[src/rtl/sram_access_arbiter_pkg.sv]
// ---------------------------------------------------------------------------
// ram_arb_pkg
// Shared definitions for the SRAM access arbiter: FSM state encoding,
// default RAM geometry and the port identifiers used by the arbitration.
// No ports (package).
// ---------------------------------------------------------------------------
package ram_arb_pkg;

    typedef enum logic [1:0] {
        ST_IDLE   = 2'd0,
        ST_ACCESS = 2'd1,
        ST_READ   = 2'd2,
        ST_RESP   = 2'd3
    } state_t;

    localparam int ADDR_W_DEF = 4;
    localparam int DATA_W_DEF = 8;

    localparam logic PORT_CPU    = 1'b0;
    localparam logic PORT_LOADER = 1'b1;

endpackage : ram_arb_pkg

[src/rtl/sram_access_arbiter_if.sv]
// ---------------------------------------------------------------------------
// sram_access_arbiter_if
// Requester-side bus of the SRAM access arbiter: two request channels
// (port 0 = CPU datapath, port 1 = external loader) plus the shared read
// data return.
//   req0/req1      request, held until the matching grant
//   we0/we1        1 = write, 0 = read
//   addr0/addr1    access address
//   wdata0/wdata1  write data
//   gnt0/gnt1      one-cycle grant pulse
//   rvalid0/1      one-cycle read-data-valid pulse
//   rdata          shared read data, qualified by rvalid0/1
// Modports: master = requester side, slave = arbiter side.
// ---------------------------------------------------------------------------
interface sram_access_arbiter_if
    import ram_arb_pkg::*;
#(
    parameter int ADDR_W = ADDR_W_DEF,
    parameter int DATA_W = DATA_W_DEF
);

    logic              req0;
    logic              req1;
    logic              we0;
    logic              we1;
    logic [ADDR_W-1:0] addr0;
    logic [ADDR_W-1:0] addr1;
    logic [DATA_W-1:0] wdata0;
    logic [DATA_W-1:0] wdata1;
    logic              gnt0;
    logic              gnt1;
    logic              rvalid0;
    logic              rvalid1;
    logic [DATA_W-1:0] rdata;

    modport master (
        output req0, req1, we0, we1, addr0, addr1, wdata0, wdata1,
        input  gnt0, gnt1, rvalid0, rvalid1, rdata
    );

    modport slave (
        input  req0, req1, we0, we1, addr0, addr1, wdata0, wdata1,
        output gnt0, gnt1, rvalid0, rvalid1, rdata
    );

endinterface : sram_access_arbiter_if

[src/rtl/sram_access_arbiter_arb_pick2.sv]
// ---------------------------------------------------------------------------
// arb_pick2
// Combinational winner select between two requesters.
//   req0, req1  pending requests
//   last_gnt    port granted by the previous access
//   winner      selected port (0 = CPU, 1 = loader); only meaningful
//               when at least one request is pending
// Build option: ARB_ROUND_ROBIN_EN defined -> a tie goes to the port that
// was not granted last; undefined -> port 0 always wins a tie.
// ---------------------------------------------------------------------------
module arb_pick2
    import ram_arb_pkg::*;
(
    input  logic req0,
    input  logic req1,
    input  logic last_gnt,
    output logic winner
);

`ifdef ARB_ROUND_ROBIN_EN
    always_comb begin
        if (req0 && req1) begin
            winner = ~last_gnt;
        end else begin
            winner = req0 ? PORT_CPU : PORT_LOADER;
        end
    end
`else
    // Fixed priority: last_gnt is tracked for debug visibility only.
    logic last_gnt_unused;
    assign last_gnt_unused = last_gnt;

    always_comb begin
        winner = req0 ? PORT_CPU : PORT_LOADER;
    end
`endif

endmodule : arb_pick2

[src/rtl/sram_access_arbiter.sv]
// ---------------------------------------------------------------------------
// sram_access_arbiter
// Shares a single-port 16x8 static RAM between the CPU datapath (port 0)
// and an external loader (port 1). Arbitrates in IDLE, sequences the RAM
// strobes and returns read data with a one-cycle valid pulse.
// Ports:
//   CLK        clock, rising edge
//   RESET_N    asynchronous active-low reset
//   bus        requester interface (slave modport)
//   ram_cs     RAM chip select
//   ram_we     RAM write enable
//   ram_rd     RAM output enable
//   ram_addr   RAM address
//   ram_wdata  RAM write data
//   ram_rdata  RAM read data
//   busy       high in any state but IDLE
// Build option: ARB_ROUND_ROBIN_EN (see arb_pick2).
// Sequence: IDLE -> ACCESS -> IDLE (write) | READ -> RESP -> IDLE (read).
// ---------------------------------------------------------------------------
module sram_access_arbiter
    import ram_arb_pkg::*;
#(
    parameter int ADDR_W = ADDR_W_DEF,
    parameter int DATA_W = DATA_W_DEF
)(
    input  logic                  CLK,
    input  logic                  RESET_N,
    sram_access_arbiter_if.slave  bus,
    output logic                  ram_cs,
    output logic                  ram_we,
    output logic                  ram_rd,
    output logic [ADDR_W-1:0]     ram_addr,
    output logic [DATA_W-1:0]     ram_wdata,
    input  logic [DATA_W-1:0]     ram_rdata,
    output logic                  busy
);

    state_t            state_q,    state_d;
    logic              winner_q,   winner_d;
    logic              we_q,       we_d;
    logic [ADDR_W-1:0] addr_q,     addr_d;
    logic [DATA_W-1:0] wdata_q,    wdata_d;
    logic [DATA_W-1:0] rdata_q,    rdata_d;
    logic              last_gnt_q, last_gnt_d;

    logic pick;

    arb_pick2 u_pick (
        .req0     (bus.req0),
        .req1     (bus.req1),
        .last_gnt (last_gnt_q),
        .winner   (pick)
    );

    // State and capture registers. last_gnt resets to 1 so port 0 wins
    // the first tie in round-robin mode.
    always_ff @(posedge CLK or negedge RESET_N) begin
        if (!RESET_N) begin
            state_q    <= ST_IDLE;
            winner_q   <= PORT_CPU;
            we_q       <= 1'b0;
            addr_q     <= '0;
            wdata_q    <= '0;
            rdata_q    <= '0;
            last_gnt_q <= 1'b1;
        end else begin
            state_q    <= state_d;
            winner_q   <= winner_d;
            we_q       <= we_d;
            addr_q     <= addr_d;
            wdata_q    <= wdata_d;
            rdata_q    <= rdata_d;
            last_gnt_q <= last_gnt_d;
        end
    end

    // Next-state and capture logic. Requests are only looked at in IDLE;
    // once captured the access runs to completion even if req drops.
    always_comb begin
        state_d    = state_q;
        winner_d   = winner_q;
        we_d       = we_q;
        addr_d     = addr_q;
        wdata_d    = wdata_q;
        rdata_d    = rdata_q;
        last_gnt_d = last_gnt_q;
        case (state_q)
            ST_IDLE: begin
                if (bus.req0 || bus.req1) begin
                    winner_d = pick;
                    we_d     = (pick == PORT_LOADER) ? bus.we1    : bus.we0;
                    addr_d   = (pick == PORT_LOADER) ? bus.addr1  : bus.addr0;
                    wdata_d  = (pick == PORT_LOADER) ? bus.wdata1 : bus.wdata0;
                    state_d  = ST_ACCESS;
                end
            end
            ST_ACCESS: begin
                last_gnt_d = winner_q;
                state_d    = we_q ? ST_IDLE : ST_READ;
            end
            ST_READ: begin
                rdata_d = ram_rdata;
                state_d = ST_RESP;
            end
            ST_RESP: begin
                state_d = ST_IDLE;
            end
            default: begin
                state_d = ST_IDLE;
            end
        endcase
    end

    // Strobe and handshake decode, purely from registered state.
    always_comb begin
        ram_cs      = 1'b0;
        ram_we      = 1'b0;
        ram_rd      = 1'b0;
        bus.gnt0    = 1'b0;
        bus.gnt1    = 1'b0;
        bus.rvalid0 = 1'b0;
        bus.rvalid1 = 1'b0;
        busy        = (state_q != ST_IDLE);
        case (state_q)
            ST_ACCESS: begin
                ram_cs   = 1'b1;
                ram_we   = we_q;
                bus.gnt0 = (winner_q == PORT_CPU);
                bus.gnt1 = (winner_q == PORT_LOADER);
            end
            ST_READ: begin
                ram_cs = 1'b1;
                ram_rd = 1'b1;
            end
            ST_RESP: begin
                bus.rvalid0 = (winner_q == PORT_CPU);
                bus.rvalid1 = (winner_q == PORT_LOADER);
            end
            default: begin
            end
        endcase
    end

    assign ram_addr  = addr_q;
    assign ram_wdata = wdata_q;
    assign bus.rdata = rdata_q;

endmodule : sram_access_arbiter

[src/flat_wrapper.sv]
// flat-port wrapper written by rule: the top's interface ports become plain ports
module sram_access_arbiter_flat import ram_arb_pkg::*;
#(
    parameter int ADDR_W = ADDR_W_DEF,
    parameter int DATA_W = DATA_W_DEF
)
  (CLK, RESET_N, ram_cs, ram_we, ram_rd, ram_addr, ram_wdata, ram_rdata, busy, bus_req0, bus_req1, bus_we0, bus_we1, bus_addr0, bus_addr1, bus_wdata0, bus_wdata1, bus_gnt0, bus_gnt1, bus_rvalid0, bus_rvalid1, bus_rdata);
  sram_access_arbiter_if #(.ADDR_W(ADDR_W), .DATA_W(DATA_W)) bus_i ();
  input  logic CLK;
  input  logic RESET_N;
  output logic ram_cs;
  output logic ram_we;
  output logic ram_rd;
  output logic [ADDR_W-1:0] ram_addr;
  output logic [DATA_W-1:0] ram_wdata;
  input  logic [DATA_W-1:0] ram_rdata;
  output logic busy;
  input wire logic [$bits(bus_i.req0)-1:0] bus_req0;
  input wire logic [$bits(bus_i.req1)-1:0] bus_req1;
  input wire logic [$bits(bus_i.we0)-1:0] bus_we0;
  input wire logic [$bits(bus_i.we1)-1:0] bus_we1;
  input wire logic [$bits(bus_i.addr0)-1:0] bus_addr0;
  input wire logic [$bits(bus_i.addr1)-1:0] bus_addr1;
  input wire logic [$bits(bus_i.wdata0)-1:0] bus_wdata0;
  input wire logic [$bits(bus_i.wdata1)-1:0] bus_wdata1;
  output wire logic [$bits(bus_i.gnt0)-1:0] bus_gnt0;
  output wire logic [$bits(bus_i.gnt1)-1:0] bus_gnt1;
  output wire logic [$bits(bus_i.rvalid0)-1:0] bus_rvalid0;
  output wire logic [$bits(bus_i.rvalid1)-1:0] bus_rvalid1;
  output wire logic [$bits(bus_i.rdata)-1:0] bus_rdata;
  assign bus_i.req0 = bus_req0;
  assign bus_i.req1 = bus_req1;
  assign bus_i.we0 = bus_we0;
  assign bus_i.we1 = bus_we1;
  assign bus_i.addr0 = bus_addr0;
  assign bus_i.addr1 = bus_addr1;
  assign bus_i.wdata0 = bus_wdata0;
  assign bus_i.wdata1 = bus_wdata1;
  assign bus_gnt0 = bus_i.gnt0;
  assign bus_gnt1 = bus_i.gnt1;
  assign bus_rvalid0 = bus_i.rvalid0;
  assign bus_rvalid1 = bus_i.rvalid1;
  assign bus_rdata = bus_i.rdata;
  sram_access_arbiter #(.ADDR_W(ADDR_W), .DATA_W(DATA_W)) u_core (.CLK(CLK), .RESET_N(RESET_N), .bus(bus_i), .ram_cs(ram_cs), .ram_we(ram_we), .ram_rd(ram_rd), .ram_addr(ram_addr), .ram_wdata(ram_wdata), .ram_rdata(ram_rdata), .busy(busy));
endmodule
[config.mk]
export PLATFORM = sky130hd
export DESIGN_NAME = sram_access_arbiter_flat
export DESIGN_NICKNAME = d
export VERILOG_FILES = /design/src/rtl/sram_access_arbiter_pkg.sv /design/src/rtl/sram_access_arbiter_if.sv /design/src/rtl/sram_access_arbiter_arb_pick2.sv /design/src/rtl/sram_access_arbiter.sv /design/src/flat_wrapper.sv
export SDC_FILE = /design/constraint.sdc
export NUM_CORES = 1
export LEC_CHECK = 0
export CORE_MARGIN = 2
export CORE_UTILIZATION = 42
export DETAILED_ROUTE_END_ITERATION = 16
export PLACE_DENSITY = 0.85
export SLEW_MARGIN = 25
export SYNTH_ARGS = -nofsm -noshare
export SYNTH_HDL_FRONTEND = slang
export SYNTH_HIERARCHICAL = 1
export SYNTH_SLANG_ARGS = --single-unit
[constraint.sdc]
create_clock -name CLK -period 3.3 [get_ports CLK]
set_clock_uncertainty 0.1 [all_clocks]
set_input_delay 0.66 -clock CLK [delete_from_list [all_inputs] [get_ports CLK]]
set_output_delay 0.66 -clock CLK [all_outputs]
set_load 0.02 [all_outputs]
==> flow_metrics.py <==
metrics = {
    "detailed_routing": {
        "routedWlPerCell_um": 14.4,
        "vias": 896,
        "top_layer": "met4",
        "drc": 0,
        "drtIter0Drc": 3,
        "wirelength_um": 2590,
        "first_pass_iters": 4,
        "m1WireLength_um": 1020,
        "drt.antenna.violating_nets": 0,
        "vias_per_cell": 4.98,
        "met2_length_um": 1300,
        "dr_wl_met3_um": 240,
    },
    "final_layout": {
        "synthToLayoutAreaGrowth_pct": 56.2,
        "nFillCells": 219,
        "antenna_cells": 0,
        "final_area_mm2": 0.00190,
        "drive_above_1_share": 0.268,
        "nNetsFinal": 194,
    },
    "status": {
        "status": "complete, no violations",
    },
    "placed_design": {
        "place_area_mm2": 0.00188,
        "gp_congestion": 0.729,
        "dpl.hpwl_um": 2070,
        "port_buffers": 65,
    },
    "timing": {
        "finalHoldViolations": 0,
        "clock.fmax_ghz": 0.388,
        "holdWs_ps": 222,
        "setup_viol": 0,
        "setup_tns_ps": 0,
        "finalCriticalPeriod_ps": 2580,
        "rsz0062_at_grt": "false",
        "final.period_utilization": 0.780,
        "worst_pin_slew_ps": 774,
        "max_slew_margin": 0.484,
        "drv_slew": 0,
    },
    "floorplan": {
        "chipHeight_um": 57.8,
        "ioPinCount": 66,
        "core_area_mm2": 0.00276,
        "row_count": 19,
        "die_area_mm2": 0.00335,
        "die-width_um": 57.8,
        "initial_core_util": 0.441,
    },
    "flow_run": {
        "maxCapViolCount": 0,
    },
    "worst_setup_path": {
        "required_ps": 2540,
        "crit_path_end_kind": "primary output",
        "critPathMaxFanout": 6,
        "worst_r2r_path_depth": 4,
        "path_class": "flip-flop to primary output",
        "reg2reg_to": "u_core/ram_wdata[5]$_DFFE_PN0P_",
        "r2r_setup_slack_ps": 1540,
        "arrival_ps": 1820,
        "startpoint_type": "flip-flop",
    },
    "global_route": {
        "grt_pass1_wl_um": 4360,
        "grt_util_all_layers": 0.171,
        "grt_antenna_before_repair": 0,
        "grt.overflow.total": 0,
        "grt_pass1_vias": 969,
        "grt_max_degree": 25,
    },
    "power_and_ir_drop": {
        "pwr-share-seq": 0.330,
        "p_switching_mw": 0.593,
        "p_int_mw": 1.01,
        "powerDensity_mw_per_mm2": 841,
        "power_frac_comb": 0.593,
        "clockPowerShare": 0.076,
        "p_leak_nw": 0.809,
        "peakVddDrop_mv": 0.632,
        "switching_share": 0.371,
    },
    "clocking": {
        "cts_tree": "yes",
        "root_buffer": "clkbuf_4",
        "cts_resized": 0,
        "clockBufferDepth": 2,
        "cts.sinks": 24,
        "cts-buffers-inserted": 3,
        "postCtsSetupBuffers": 0,
        "htreeDepth": 1,
        "clock_latency_ps": 300,
        "clkSlewWorstSetupHoldPaths_ps": 130,
        "cts_hold_buf": 0,
    },
    "synth": {
        "syn_inst": 84,
        "synth_nets": 127,
        "netlist_area_mm2": 0.00122,
        "ys_warn_count": 6,
        "avgSynthCellArea_um2": 14.5,
    },
    "hold_path": {
        "hold_path.class": "input pin to async pin",
    },
}
-- registers in the layout, summed over array words and instances (netlist names), named ones only --
register,cells
u_core/state_q,1
u_core/ram_addr,4
u_core/we_q,1
u_core/winner_q,1
u_core/ram_wdata,8
u_core/bus.rdata,8
-- worst max path at each step --
stage	from	to	cells after the start	slack (ps)
after global routing	flip-flop	busy	4	580
after floorplan	flip-flop	bus_gnt0	3	1540
final	flip-flop	bus_gnt0	4	720
after CTS	flip-flop	bus_gnt0	4	710
after global placement	bus_req0	u_core/ram_wdata[2]$_DFFE_PN0P_	4	800
after detailed placement	bus_req0	u_core/ram_wdata[0]$_DFFE_PN0P_	4	740
-- metrics by stage --
step	power (mW)	cells	setup slack (ps)	util
2_1_floorplan	1.05	84	1540	-
3_3_place_gp	1.47	177	798	0.683
3_5_place_dp	1.49	177	740	0.681
4_1_cts	1.62	180	712	0.690
5_1_grt	1.71	180	577	0.690
6_report	1.60	180	724	0.690
-- cells in the final DEF, fill, tap and decap left out --
cell type and instances:
o21ai_2 1, and2_1 3, clkbuf_4 3, nand3b_1 1, ha_1 5, a21oi_1 1
nand4bb_1 1, clkdlybuf4s50_1 64, nor2b_1 2, mux2_4 9, buf_2 1, nand2b_1 1
nor2_1 1, o211ai_1 1, inv_1 4, dfrtp_1 24, mux2_2 26, nor3b_1 1
-- worst max-delay path, cell delays in order, from the launching register on --
cell and delay [ps]:
dfrtp_1 470, inv_1 120, ha_1 190, nor2b_1 130, clkdlybuf4s50_1 600
-- final cells by class --
cell class	instances	area [um2]	area share
timing repair buffer	65	646	0.339
inverter	4	15.0	0.00789
multi-input combinational	53	579	0.305
tap	31	38.8	0.0204
sequential	24	601	0.316
clock buffer	3	22.5	0.0118
-- routing by layer --
metal	up-vias	global-route usage
met3	4	0.0603
met4	0	0.0565
met1	428	0.201
li1	425	-
met2	39	0.292
met5	-	0
-- power by group through the flow --
stage / combinational [mW] / clock [mW] / sequential [mW]
CTS: 0.960 / 0.129 / 0.532
floorplan: 0.370 / 0 / 0.683
detailed placement: 0.957 / 0 / 0.538
global placement: 0.938 / 0 / 0.527
finish: 0.949 / 0.122 / 0.528
global route: 1.01 / 0.148 / 0.554
Power figures use the tool's default switching activity.
